### config.mk
export PLATFORM = sky130hd
export DESIGN_NAME = imem_loader_flat
export DESIGN_NICKNAME = d
export VERILOG_FILES = /design/src/rtl/imem_loader_pkg.sv /design/src/rtl/imem_loader_if.sv /design/src/rtl/imem_loader_sat_counter.sv /design/src/rtl/imem_loader.sv /design/src/flat_wrapper.sv
export SDC_FILE = /design/constraint.sdc
export NUM_CORES = 1
export LEC_CHECK = 0
export CAP_MARGIN = 30
export CORE_MARGIN = 1.5
export CORE_UTILIZATION = 40
export CTS_CLUSTER_DIAMETER = 50
export DETAILED_ROUTE_END_ITERATION = 6
export DONT_BUFFER_PORTS = 1
export GPL_TIMING_DRIVEN = 0
export SLEW_MARGIN = 15
export SYNTH_ARGS = -nofsm -noshare
export SYNTH_HDL_FRONTEND = slang
export SYNTH_HIERARCHICAL = 1
export SYNTH_SLANG_ARGS = --single-unit
### constraint.sdc
create_clock -name clk -period 2.32 [get_ports clk]
set_clock_uncertainty 0.15 [all_clocks]
set_input_delay 0.464 -clock clk [delete_from_list [all_inputs] [get_ports clk]]
set_output_delay 0.464 -clock clk [all_outputs]
set_load 0.005 [all_outputs]
### src/rtl/imem_loader_pkg.sv
// Shared types and default geometry for the instruction-memory loader.
package instr_pack;

    localparam int DEF_SIZE = 1024;
    localparam int DEF_AW   = 10;
    localparam int DEF_CW   = 16;
    localparam int IW       = 9;

    typedef enum logic [2:0] {
        ST_IDLE,
        ST_LOAD,
        ST_START,
        ST_RUN,
        ST_DONE
    } ldr_state_t;

endpackage

### src/rtl/imem_loader_if.sv
// Loader word stream plus the instruction-memory write port it drives.
interface imem_loader_if
    import instr_pack::*;
#(
    parameter int AW = DEF_AW
);
    logic          ld_valid;
    logic [IW-1:0] ld_data;
    logic          ld_last;
    logic          ld_ready;
    logic          im_we;
    logic [AW-1:0] im_addr;
    logic [IW-1:0] im_wdata;

    modport master (
        output ld_valid, ld_data, ld_last,
        input  ld_ready, im_we, im_addr, im_wdata
    );

    modport slave (
        input  ld_valid, ld_data, ld_last,
        output ld_ready, im_we, im_addr, im_wdata
    );
endinterface

### src/rtl/imem_loader_sat_counter.sv
// Up-counter with synchronous clear that sticks at all-ones instead of wrapping.
module sat_counter #(
    parameter int W = 16
) (
    input  logic         clk,
    input  logic         reset_n,
    input  logic         clr,
    input  logic         en,
    output logic [W-1:0] cnt
);
    logic [W-1:0] cnt_q;
    logic [W-1:0] cnt_d;

    always_comb begin
        cnt_d = cnt_q;
        if (clr) begin
            cnt_d = '0;
        end else if (en && (cnt_q != '1)) begin
            cnt_d = cnt_q + W'(1);
        end
    end

    always_ff @(posedge clk) begin
        if (!reset_n) begin
            cnt_q <= '0;
        end else begin
            cnt_q <= cnt_d;
        end
    end

    assign cnt = cnt_q;
endmodule

### src/rtl/imem_loader.sv
// Streams a program into instruction memory, then releases the CPU and
// times its run until it reports completion.
module imem_loader
    import instr_pack::*;
#(
    parameter int SIZE = DEF_SIZE,
    parameter int AW   = DEF_AW,
    parameter int CW   = DEF_CW
) (
    input  logic          clk,
    input  logic          reset_n,
    input  logic          go,
    input  logic          cpu_done,
    imem_loader_if.slave  ldr,
    output logic          cpu_hold,
    output logic          cpu_start,
    output logic          busy,
    output logic          done,
    output logic          err,
    output logic [AW:0]   prog_len,
    output logic [CW-1:0] run_cycles
);
    ldr_state_t    state_q;
    logic [AW-1:0] ptr_q;
    logic [AW:0]   prog_len_q;
    logic          err_q;
    logic          ld_ready_q;
    logic          cpu_start_q;
    logic          cpu_hold_q;
    logic          busy_q;
    logic          done_q;

    logic          go_acc;
    logic          xfer;
    logic          at_end;

    // Qualify with reset_n so nothing leaks out while reset is held low.
    assign ldr.ld_ready = ld_ready_q & reset_n;
    assign xfer         = ldr.ld_valid & ldr.ld_ready;
    assign ldr.im_we    = xfer;
    assign ldr.im_addr  = ptr_q;
    assign ldr.im_wdata = ldr.ld_data;
    assign at_end       = (ptr_q == AW'(SIZE - 1));

    assign go_acc = go && reset_n && ((state_q == ST_IDLE) || (state_q == ST_DONE));

    always_ff @(posedge clk) begin
        if (!reset_n) begin
            state_q     <= ST_IDLE;
            ptr_q       <= '0;
            prog_len_q  <= '0;
            err_q       <= 1'b0;
            ld_ready_q  <= 1'b0;
            cpu_start_q <= 1'b0;
            cpu_hold_q  <= 1'b1;
            busy_q      <= 1'b0;
            done_q      <= 1'b0;
        end else begin
            case (state_q)
                ST_IDLE, ST_DONE: begin
                    if (go) begin
                        state_q    <= ST_LOAD;
                        ptr_q      <= '0;
                        prog_len_q <= '0;
                        err_q      <= 1'b0;
                        ld_ready_q <= 1'b1;
                        busy_q     <= 1'b1;
                        done_q     <= 1'b0;
                    end
                end
                ST_LOAD: begin
                    if (xfer) begin
                        prog_len_q <= prog_len_q + (AW+1)'(1);
                        // The pointer parks on the last slot rather than wrapping.
                        if (!at_end) begin
                            ptr_q <= ptr_q + AW'(1);
                        end
                        if (ldr.ld_last) begin
                            state_q     <= ST_START;
                            ld_ready_q  <= 1'b0;
                            cpu_start_q <= 1'b1;
                            cpu_hold_q  <= 1'b0;
                        end else if (at_end) begin
                            state_q    <= ST_DONE;
                            ld_ready_q <= 1'b0;
                            err_q      <= 1'b1;
                            busy_q     <= 1'b0;
                            done_q     <= 1'b1;
                        end
                    end
                end
                ST_START: begin
                    state_q     <= ST_RUN;
                    cpu_start_q <= 1'b0;
                end
                ST_RUN: begin
                    if (cpu_done) begin
                        state_q    <= ST_DONE;
                        cpu_hold_q <= 1'b1;
                        busy_q     <= 1'b0;
                        done_q     <= 1'b1;
                    end
                end
                default: begin
                    state_q <= ST_IDLE;
                end
            endcase
        end
    end

    sat_counter #(
        .W (CW)
    ) u_run_cnt (
        .clk     (clk),
        .reset_n (reset_n),
        .clr     (go_acc),
        .en      (state_q == ST_RUN),
        .cnt     (run_cycles)
    );

    assign cpu_start = cpu_start_q & reset_n;
    assign cpu_hold  = cpu_hold_q | ~reset_n;
    assign busy      = busy_q & reset_n;
    assign done      = done_q & reset_n;
    assign err       = err_q;
    assign prog_len  = prog_len_q;
endmodule

### src/flat_wrapper.sv
// flat-port wrapper written by rule: the top's interface ports become plain ports
module imem_loader_flat import instr_pack::*;
#(
    parameter int SIZE = DEF_SIZE,
    parameter int AW   = DEF_AW,
    parameter int CW   = DEF_CW
)
  (clk, reset_n, go, cpu_done, cpu_hold, cpu_start, busy, done, err, prog_len, run_cycles, ldr_ld_valid, ldr_ld_data, ldr_ld_last, ldr_ld_ready, ldr_im_we, ldr_im_addr, ldr_im_wdata);
  imem_loader_if #(.AW(AW)) ldr_i ();
  input  logic clk;
  input  logic reset_n;
  input  logic go;
  input  logic cpu_done;
  output logic cpu_hold;
  output logic cpu_start;
  output logic busy;
  output logic done;
  output logic err;
  output logic [AW:0] prog_len;
  output logic [CW-1:0] run_cycles;
  input wire logic [$bits(ldr_i.ld_valid)-1:0] ldr_ld_valid;
  input wire logic [$bits(ldr_i.ld_data)-1:0] ldr_ld_data;
  input wire logic [$bits(ldr_i.ld_last)-1:0] ldr_ld_last;
  output wire logic [$bits(ldr_i.ld_ready)-1:0] ldr_ld_ready;
  output wire logic [$bits(ldr_i.im_we)-1:0] ldr_im_we;
  output wire logic [$bits(ldr_i.im_addr)-1:0] ldr_im_addr;
  output wire logic [$bits(ldr_i.im_wdata)-1:0] ldr_im_wdata;
  assign ldr_i.ld_valid = ldr_ld_valid;
  assign ldr_i.ld_data = ldr_ld_data;
  assign ldr_i.ld_last = ldr_ld_last;
  assign ldr_ld_ready = ldr_i.ld_ready;
  assign ldr_im_we = ldr_i.im_we;
  assign ldr_im_addr = ldr_i.im_addr;
  assign ldr_im_wdata = ldr_i.im_wdata;
  imem_loader #(.SIZE(SIZE), .AW(AW), .CW(CW)) u_core (.clk(clk), .reset_n(reset_n), .go(go), .cpu_done(cpu_done), .ldr(ldr_i), .cpu_hold(cpu_hold), .cpu_start(cpu_start), .busy(busy), .done(done), .err(err), .prog_len(prog_len), .run_cycles(run_cycles));
endmodule
==> results of run 1 <==
==> cell type report <==
class                   count  area share, %
plain buffers              22          5.336
clock buffers               7          3.202
clock inverters             1         0.1856
inverters                   8          1.114
multi-input cells         220          52.53
flip-flops and latches     46          34.15
well taps                  75          3.480
==> worst reg2reg max path: stages (launching register included) <==
cell,delay (ps)
dfxtp_1,380
ha_1,240
and3_1,240
and3_1,160
clkbuf_1,170
o21ai_1,380
nand2_1,100
a31o_2,250
==> layer usage <==
| metal | GRT usage, % | share of wire (%) | wire (um) |
|---|---|---|---|
| met1 | 24.71 | 49 | 2794 |
| met2 | 26.48 | 43 | 2461 |
| met3 | 5.165 | 7.4 | 423 |
| met4 | 5.932 | 1.2 | 69 |
| met5 | 0 | 0 | 0 |
==> through the flow <==
step,worst slack [ps],cells
6_report,164.5,379
2_1_floorplan,255.3,296
3_3_place_gp,-48.13,371
3_5_place_dp,-57.13,371
4_1_cts,15.08,379
5_1_grt,18.22,379
==> timing repair <==
action / CTS / global route
gates resized for setup: 1 / 4
endpoints found under the setup margin: 5 / 11
buffers inserted: 0 / 0
==> Yosys cell counts (all sizes together) (6+ instances only) <==
master   n
nor2    25
inv      8
dfxtp   46
buf     14
nor3     7
and2     9
or3      6
nand4    9
nand3   16
xor2     9
clkbuf   8
o21ai   25
a21oi   18
nand2   27
==> registers in the layout (all words and copies together) (netlist names) <==
name,flops
u_core/ld_ready_q,1
u_core/err,1
u_core/ldr.im_addr,10
u_core/busy_q,1
u_core/u_run_cnt/cnt,16
u_core/done_q,1
u_core/cpu_hold_q,1
u_core/state_q,3
u_core/prog_len,11
u_core/cpu_start_q,1
==> power by group <==
group          leakage, nW  total, W  switching, W  internal, W
clock               0.0482  0.000508      0.000267     0.000241
combinational        0.564  0.000144     0.0000871    0.0000565
sequential           0.372  0.000809    0.00000838     0.000801
total                0.984   0.00146      0.000363      0.00110
==> worst max-delay path by stage <==
stage | endpoint | slack, ps
6_report | u_core/ldr.im_addr[6] | 160
5_1_grt | u_core/ldr.im_addr[8] | 20
4_1_cts | u_core/u_run_cnt/cnt[9] | 20
3_5_place_dp | u_core/u_run_cnt/cnt[13] | -60
3_3_place_gp | u_core/u_run_cnt/cnt[9] | -50
2_1_floorplan | u_core/u_run_cnt/cnt[13] | 260
==> placed cells by master, fill, tap and decap left out, types with 2 or more instances in the layout <==
cell / instances
buf_4: 9
ha_1: 3
nor2_1: 24
xor2_1: 9
o41ai_1: 2
buf_6: 3
nand2b_1: 5
or4_1: 2
nor3_1: 6
xnor2_1: 2
and3_1: 5
and4_1: 3
inv_1: 8
nand2_1: 27
nand4_4: 2
o21a_1: 2
nand4_1: 7
nor2b_1: 2
clkbuf_8: 6
and4_2: 2
o31ai_1: 3
a31oi_1: 2
nand3_4: 2
nand4b_1: 2
or3_1: 6
a21o_1: 2
nand3_1: 13
mux2i_1: 2
buf_2: 2
nor4_1: 5
clkbuf_2: 2
a21boi_0: 4
a21oi_1: 18
o21ai_0: 23
nor3b_1: 5
and2_1: 9
clkbuf_1: 7
dfxtp_1: 46
==> cells by family after synthesis <==
logic type | share of synthesized area (%)
buf+inv | 6.900
flops | 36.80
simple gates | 31.00
mux | 0.8000
xor+xnor | 3.850
fa+ha+maj | 1.500
compound gates | 19.15
==> summary.txt, run 1 <==
Run status
  – Status: finished, final reports clean

Clocking
  – Clock Tree Buf Depth: 2
  – CTS clk-pin slew, worst paths: 90 ps
  – H-tree lvl count: 2
  – Clock root buffer: clkbuf_8
  – Total CTS buffers: 5
  – # hold bufs at CTS: 0
  – Worst skew pair latency: 290 ps
  – CTS Sinks: 46
  – TritonCTS clock tree: built

Global routing
  – Initial antenna violation count: 0
  – Largest net degree at the start of global routing: 14
  – Global route overflow: 0
  – Global-route wire length before repair: 9377 um
  – Tot GR Track Use: 17.86%
  – Vias in the first global route: 1942

Floorplanning
  – Die height: 82.10 um
  – Row count: 28
  – Die area: 6740 um^2
  – IO Count: 68
  – Die Width: 82.10 um
  – Initial core utilization: 41.77%
  – CORE AREA: 5991 um^2

Detailed routing
  – Drt pass-1 iters: 4
  – DR DRC count: 0
  – Final ANT Viol Nets: 0
  – Vias/cell: 5.670
  – DRT Wirelength: 5748 um
  – Via count: 2149
  – Avg WL per Cell: 15.17 um
  – DRT iter0 DRCs: 113

Setup path
  – CP max-delay cell: dfxtp_1
  – Critical R2R Capture: u_core/ldr.im_addr[6]
  – Launch point of the worst path: u_core/ldr.im_addr[0]
  – Critical path startpoint category: flop
  – CP required: 2370 ps
  – Crit path depth: 7
  – Crit-path cells: ha_1 > and3_1 > and3_1 > clkbuf_1 > o21ai_1 > nand2_1 > a31o_2
  – FF-to-FF path depth: 7
  – Top delay family on crit path: compound AO/OA/AOI/OAI gates
  – Critical Path Most Common Cell: and3_1
  – CP endpoint kind: flop
  – WS Path Type: reg -> reg
  – FF-to-FF Start: u_core/ldr.im_addr[0]
  – Worst EP arrival: 2200 ps
  – CP max stage delay: 380 ps
  – Crit-path max FO: 7
  – WP buf/inv: 1
  – R2r setup slk: 160 ps

STA
  – Period minus WS final: 2156 ps
  – Fin. max-slew vios: 0
  – Tcrit/Tclk final: 92.91%
  – Relative slew slack: 66.30%
  – RSZ-0062 raised after global routing: no
  – WHS: 205.7 ps
  – Final Hold Viols: 0
  – Fin Setup TNS: 0 ps
  – Least-Margin Pin Slew: 505.5 ps
  – Fmax: 463.9 MHz
  – Final setup viols: 0

Synth
  – Synthesis Warnings: 6
  – Post-Synthesis Cells: 296
  – Mean Syn Cell Area: 8.454 um^2
  – Number of flops mapped to enable cells by yosys: 0
  – Seq/Total Area, Yosys: 36.80%
  – Most used DFF post-synth: dfxtp_1
  – Share of the synthesized area in the top cell type: 36.80%
  – Distinct cells, synth: 56
  – Synthesized area: 2502 um^2
  – Syn Nets: 314
  – Asr flop ratio synth: 0%
  – Area leader, netlist: dfxtp_1
  – Synth Register Bits: 46
  – Synth area leaders: dfxtp_1 (37%), o21ai_0 (4.6%), nand2_1 (4.1%)

Pwr
  – Pleak: 0.9838 nW
  – Worst VDD drop: 0.0003463 V
  – Overall power consumption: 0.001461 W
  – Pwr/cell area: 541.8 nW/um^2

Worst hold path
  – Hold path startpoint: reset_n
  – Hold Path Class: in -> reg
  – Sink of the worst hold path: u_core/u_run_cnt/cnt[11]
  – Hold depth: 2

Cells and area
  – Final Core Density: 45.01%
  – Layout area overhead: 7.750%
  – Final #Nets: 321
  – Footprint of the multi-input gates: 1416 um^2
  – Fillers: 604
  – Register area: 920.9 um^2
  – Design area: 2696 um^2
  – Layout cells sized above 1: 12.50%
  – Antenna Cells: 0

Placed design
  – Post-DP Area: 2596 um^2
  – GPL Wtd Cong: 0.8436
  – Detailed Place HPWL: 4096 um
  – Port bufs: 0

Job
  – MaxCap Viol Count: 0
Note: power is estimated with default switching activity, not from simulation.
==> run 2, diff against run 1 <==
--- a/config.mk
+++ b/config.mk
@@ -5,13 +5,14 @@
 export SDC_FILE = /design/constraint.sdc
 export NUM_CORES = 1
 export LEC_CHECK = 0
-export CAP_MARGIN = 30
+export CAP_MARGIN = 20
 export CORE_MARGIN = 1.5
 export CORE_UTILIZATION = 40
 export CTS_CLUSTER_DIAMETER = 50
 export DETAILED_ROUTE_END_ITERATION = 6
 export DONT_BUFFER_PORTS = 1
 export GPL_TIMING_DRIVEN = 0
+export PLACE_DENSITY_LB_ADDON = 0.25
 export SLEW_MARGIN = 15
 export SYNTH_ARGS = -nofsm -noshare
 export SYNTH_HDL_FRONTEND = slang
==> summary.txt, run 2 (synthesis results as in run 1) <==
Run status
  – Status: finished, final reports clean

Detailed routing
  – DR DRC count: 0
  – Avg WL per Cell: 14.99 um
  – DRT iter0 DRCs: 89
  – DR WL met2: 2465 um
  – Via count: 2152
  – Highest routed layer: met4
  – Met1 WL: 2692 um
  – Final ANT Viol Nets: 0
  – Vias/cell: 5.693
  – Wire length on met3: 432 um
  – DRT Wirelength: 5666 um
  – Drt pass-1 iters: 4

Setup path
  – Critical R2R Capture: u_core/u_run_cnt/cnt[13]
  – CP endpoint kind: flop
  – Worst EP arrival: 2260 ps
  – FF-to-FF Start: u_core/state_q[0]
  – Crit-path max FO: 10
  – Crit path capture: u_core/u_run_cnt/cnt[13]
  – CP required: 2400 ps
  – Launch point of the worst path: u_core/state_q[0]
  – FF-to-FF path depth: 7
  – R2r setup slk: 140 ps
  – Critical path startpoint category: flop
  – WS Path Type: reg -> reg

Placed design
  – Port bufs: 0
  – GPL Wtd Cong: 0.8450
  – Post-Place Cells: 371
  – Detailed Place HPWL: 4095 um

Pwr
  – Pwr/cell area: 542.7 nW/um^2
  – Worst VDD drop: 0.0002598 V
  – Pleak: 0.9824 nW
  – Overall power consumption: 0.001459 W

Cells and area
  – Number of flip-flops in the largest register: 16
  – Commonest non-fill, non-tap cell in the layout: dfxtp_1
  – Commonest non-fill, non-tap cells in the layout: dfxtp_1 (46), nand2_1 (27), nor2_1 (24)
  – Final #Nets: 320
  – Antenna Cells: 0
  – Non-Filler Instances: 378
  – Layout cells sized above 1: 12.54%
  – Layout area overhead: 7.400%
  – Fillers: 604

Floorplanning
  – IO Count: 68
  – CORE AREA: 5991 um^2
  – Die area: 6740 um^2
  – Row count: 28
  – Die height: 82.10 um
  – Initial core utilization: 41.77%
  – Die Width: 82.10 um

Global routing
  – Tot GR Track Use: 17.60%
  – Largest net degree at the start of global routing: 14
  – Global-route wire length before repair: 9135 um
  – Initial antenna violation count: 0
  – Vias in the first global route: 1940
  – Global route overflow: 0

Clocking
  – CTS Sinks: 46
  – H-tree lvl count: 2
  – Worst skew pair latency: 300 ps
  – Clock root buffer: clkbuf_8
  – CTS clk-pin slew, worst paths: 90 ps
  – TritonCTS clock tree: built
  – Clock Tree Buf Depth: 2
  – Total CTS buffers: 5

STA
  – Fin. max-slew vios: 0
  – WHS: 197.2 ps
  – Fmax: 458.5 MHz
  – RSZ-0062 raised after global routing: no
  – Tcrit/Tclk final: 94.00%
  – Relative slew slack: 66.96%
  – Least-Margin Pin Slew: 495.6 ps
  – Period minus WS final: 2181 ps
  – Final Hold Viols: 0
  – Final setup viols: 0

Worst hold path
  – Hold depth: 2
  – Hold Path Class: in -> reg

Job
  – MaxCap Viol Count: 0
==> run 2: cell types whose count changed in the layout (fill, tap and decap cells not counted), sizes merged <==
| cell | before | now |
|---|---|---|
| clkbuf | 15 | 14 |
==> run 2: through the flow <==
stage	utilization [%]	instance area (um^2)	worst slack (ps)	TNS, ps
after global placement	43.34	2596	-11.02	-17.11
after floorplan	-	2502	255.3	0
after global routing	44.86	2688	25.44	0
after detailed placement	43.34	2596	-41.58	-76.30
after CTS	44.90	2690	47.77	0
final	44.86	2688	139.2	0
==> run 2: metal layers <==
| layer | global-route usage [%] | vias up |
|---|---|---|
| met1 | 22.37 | 996 |
| li1 | - | 1082 |
| met4 | 7.797 | 0 |
| met3 | 6.374 | 6 |
| met5 | 0 | - |
| met2 | 26.64 | 68 |
==> run 2: worst min-delay path by stage <==
| stage | from | to | slack [ps] |
|---|---|---|---|
| floorplan | u_core/done_q | u_core/done_q | 300 |
| global placement | u_core/done_q | u_core/done_q | 310 |
| detailed placement | u_core/done_q | u_core/done_q | 320 |
| CTS | reset_n | u_core/u_run_cnt/cnt[11] | 180 |
| global route | cpu_done | u_core/cpu_hold_q | 210 |
| finish | reset_n | u_core/u_run_cnt/cnt[11] | 200 |
==> run 2: power breakdown <==
group / internal, W / switching, W
logic: 0.0000564 / 0.0000850
clock network: 0.000241 / 0.000268
registers: 0.000801 / 0.00000765
total: 0.00110 / 0.000361
==> run 2: layout make-up <==
| type | count | area (um^2) | area share [%] |
|---|---|---|---|
| Sequential cell | 46 | 920.9 | 34.26 |
| Buffer | 21 | 140.1 | 5.214 |
| Tap cell | 75 | 93.84 | 3.492 |
| Inverter | 8 | 30.03 | 1.117 |
| Clock inverter | 1 | 5.005 | 0.1862 |
| Multi-Input combinational cell | 220 | 1411 | 52.51 |
| Clock buffer | 7 | 86.33 | 3.212 |
==> run 2: timing repair <==
| action | in CTS | in global routing |
|---|---|---|
| setup endpoints to repair | 2 | 7 |
| gates resized for setup | 1 | 2 |
| pin swaps | 0 | 0 |
| setup buffers | 0 | 0 |
| hold buffers | 0 | 0 |
==> run 2: worst max-delay path, cell delays in order (launching register included) <==
cell and delay [ps]:
dfxtp_1 330, clkbuf_2 190, nand2b_1 120, nor2_2 230, and4_2 350, nand3_4 140
or4_1 440, a21oi_1 160
==> patch (flow settings as in run 1) <==
Re-encode `ldr_state_t` (5 states) as one-hot, 5 bits wide.
--- a/src/rtl/imem_loader_pkg.sv
+++ b/src/rtl/imem_loader_pkg.sv
@@ -6,12 +6,12 @@
     localparam int DEF_CW   = 16;
     localparam int IW       = 9;
 
-    typedef enum logic [2:0] {
-        ST_IDLE,
-        ST_LOAD,
-        ST_START,
-        ST_RUN,
-        ST_DONE
+    typedef enum logic [4:0] {
+        ST_IDLE  = 5'b00001,
+        ST_LOAD  = 5'b00010,
+        ST_START = 5'b00100,
+        ST_RUN   = 5'b01000,
+        ST_DONE  = 5'b10000
     } ldr_state_t;
 
 endpackage
Function: no difference found for any inputs over 10 cycles, from zero or initial values and one cycle with reset_n low; not proved beyond that.
==> patch against run 1 <==
Worst setup slack got worse by 0.053 ns; first-iteration DRC count shrank 4.4%; routed wire length rose by 5.0%; cell count is 1.8% higher; sequential cell count grew 2; non-clock buffer count shrank 1; synthesized area up 6.2%; final area up 6.9%; global-route usage fell by 0.95 points; die area up 5.9%; worst hold slack got worse by 0.087 ns.
Power is not compared: it rests on default switching activity, and its combinational part moved more than twofold at a synthesized area within 25%.
==> patch: results <==
{
  "worstPathArrival_ns": 2.29,
  "synth.area.top_cells": "dfxtp_1, nor2_1, xnor2_1",
  "grt_start_max_net_pins": 16,
  "avgRoutedWirePerCell_microns": 15.6,
  "grt_use_met2": 0.267,
  "wl_met1_mm": 2.88,
  "grt.total_usage": 0.169,
  "largest_reg_flops": 16,
  "antenna_found_initial": 0,
  "dpl-instance-area_sq_um": 2750,
  "stdcell_count": 386,
  "routed-wl-met3_microns": 307,
  "vias": 2220,
  "p_leak_uw": 0.00101,
  "worst_slew_pin_slew_ns": 0.601,
  "final.min_clock_period_ns": 2.21,
  "crit_path_end": "u_core/ldr.im_addr[7]",
  "grt_use_met3": 0.0442,
  "finalNetCount": 326,
  "clk_path_buf_depth": 2,
  "met1_usage": 0.232,
  "numCtsBuffers": 5,
  "grt_pass1_vias": 1994,
  "hold_path.class": "in2reg",
  "p_per_area_nw_per_um2": 749,
  "post-dp-hpwl_mm": 4.37,
  "first_pass_iters": 4,
  "whs_endpoint": "u_core/state_q[2]",
  "syn_area_per_cell_sq_um": 8.88,
  "grt_pass1_wl_mm": 9.96,
  "ctsResizeCount": 3,
  "reg2reg_depth": 6,
  "clk_latency_ns": 0.30,
  "drive_gt1_frac": 0.175,
  "sequentialPower_uw": 917,
  "ys_types": 66,
  "portBuffers": 0,
  "startpoint": "u_core/ldr.im_addr[1]",
  "dp_slack_ns": -0.157,
  "cp_max_fo": 8,
  "r2r_setup_slack_ns": 0.11,
  "place.gp.congestion": 0.739,
  "htreeDepth": 2,
  "hold_start": "ldr_ld_last",
  "ys_seq_area_frac": 0.362,
  "synthArstFlopShare": 0,
  "outcome": "complete, no violations",
  "place_inst": 376,
  "diodes": 0,
  "whs_ns": 0.119,
  "clockRootBuffer": "clkbuf_8",
  "drt_iter0_markers": 108,
  "wl_met2_mm": 2.82,
  "syn_nets": 317,
  "min_delay_path_depth": 2,
  "synth_commonest_cells": "dfxtp_1, nor2_1, nand2_1"
}
## patch: area by class of cell
cell class | instances | area, sq um
Timing Repair Buffer | 2 | 15.0
Clock inverter | 2 | 15.0
Tap cell | 77 | 96.3
Sequential cell | 48 | 962
Fill cell | 619 | 3500
Multi-Input combinational cell | 223 | 1540
Clock buffer | 6 | 82.6
Buffer | 19 | 136
Inverter | 9 | 33.8
## patch: cell families after synthesis
group | after synthesis | synth area share
XOR/XNOR | 21 | 0.0692
buffers and inverters | 28 | 0.0636
adder cells (fa/ha/maj) | 3 | 0.0141
flip-flops | 48 | 0.362
AND/OR/NAND/NOR | 136 | 0.301
multiplexers | 1 | 0.00377
AO/OA/AOI/OAI | 62 | 0.187
## patch: worst max-delay path: stages (launching register included)
cell	delay, ns
dfxtp_1	0.38
ha_1	0.23
and3_1	0.22
a41o_4	0.30
a21o_4	0.25
or4_1	0.47
a21oi_1	0.15
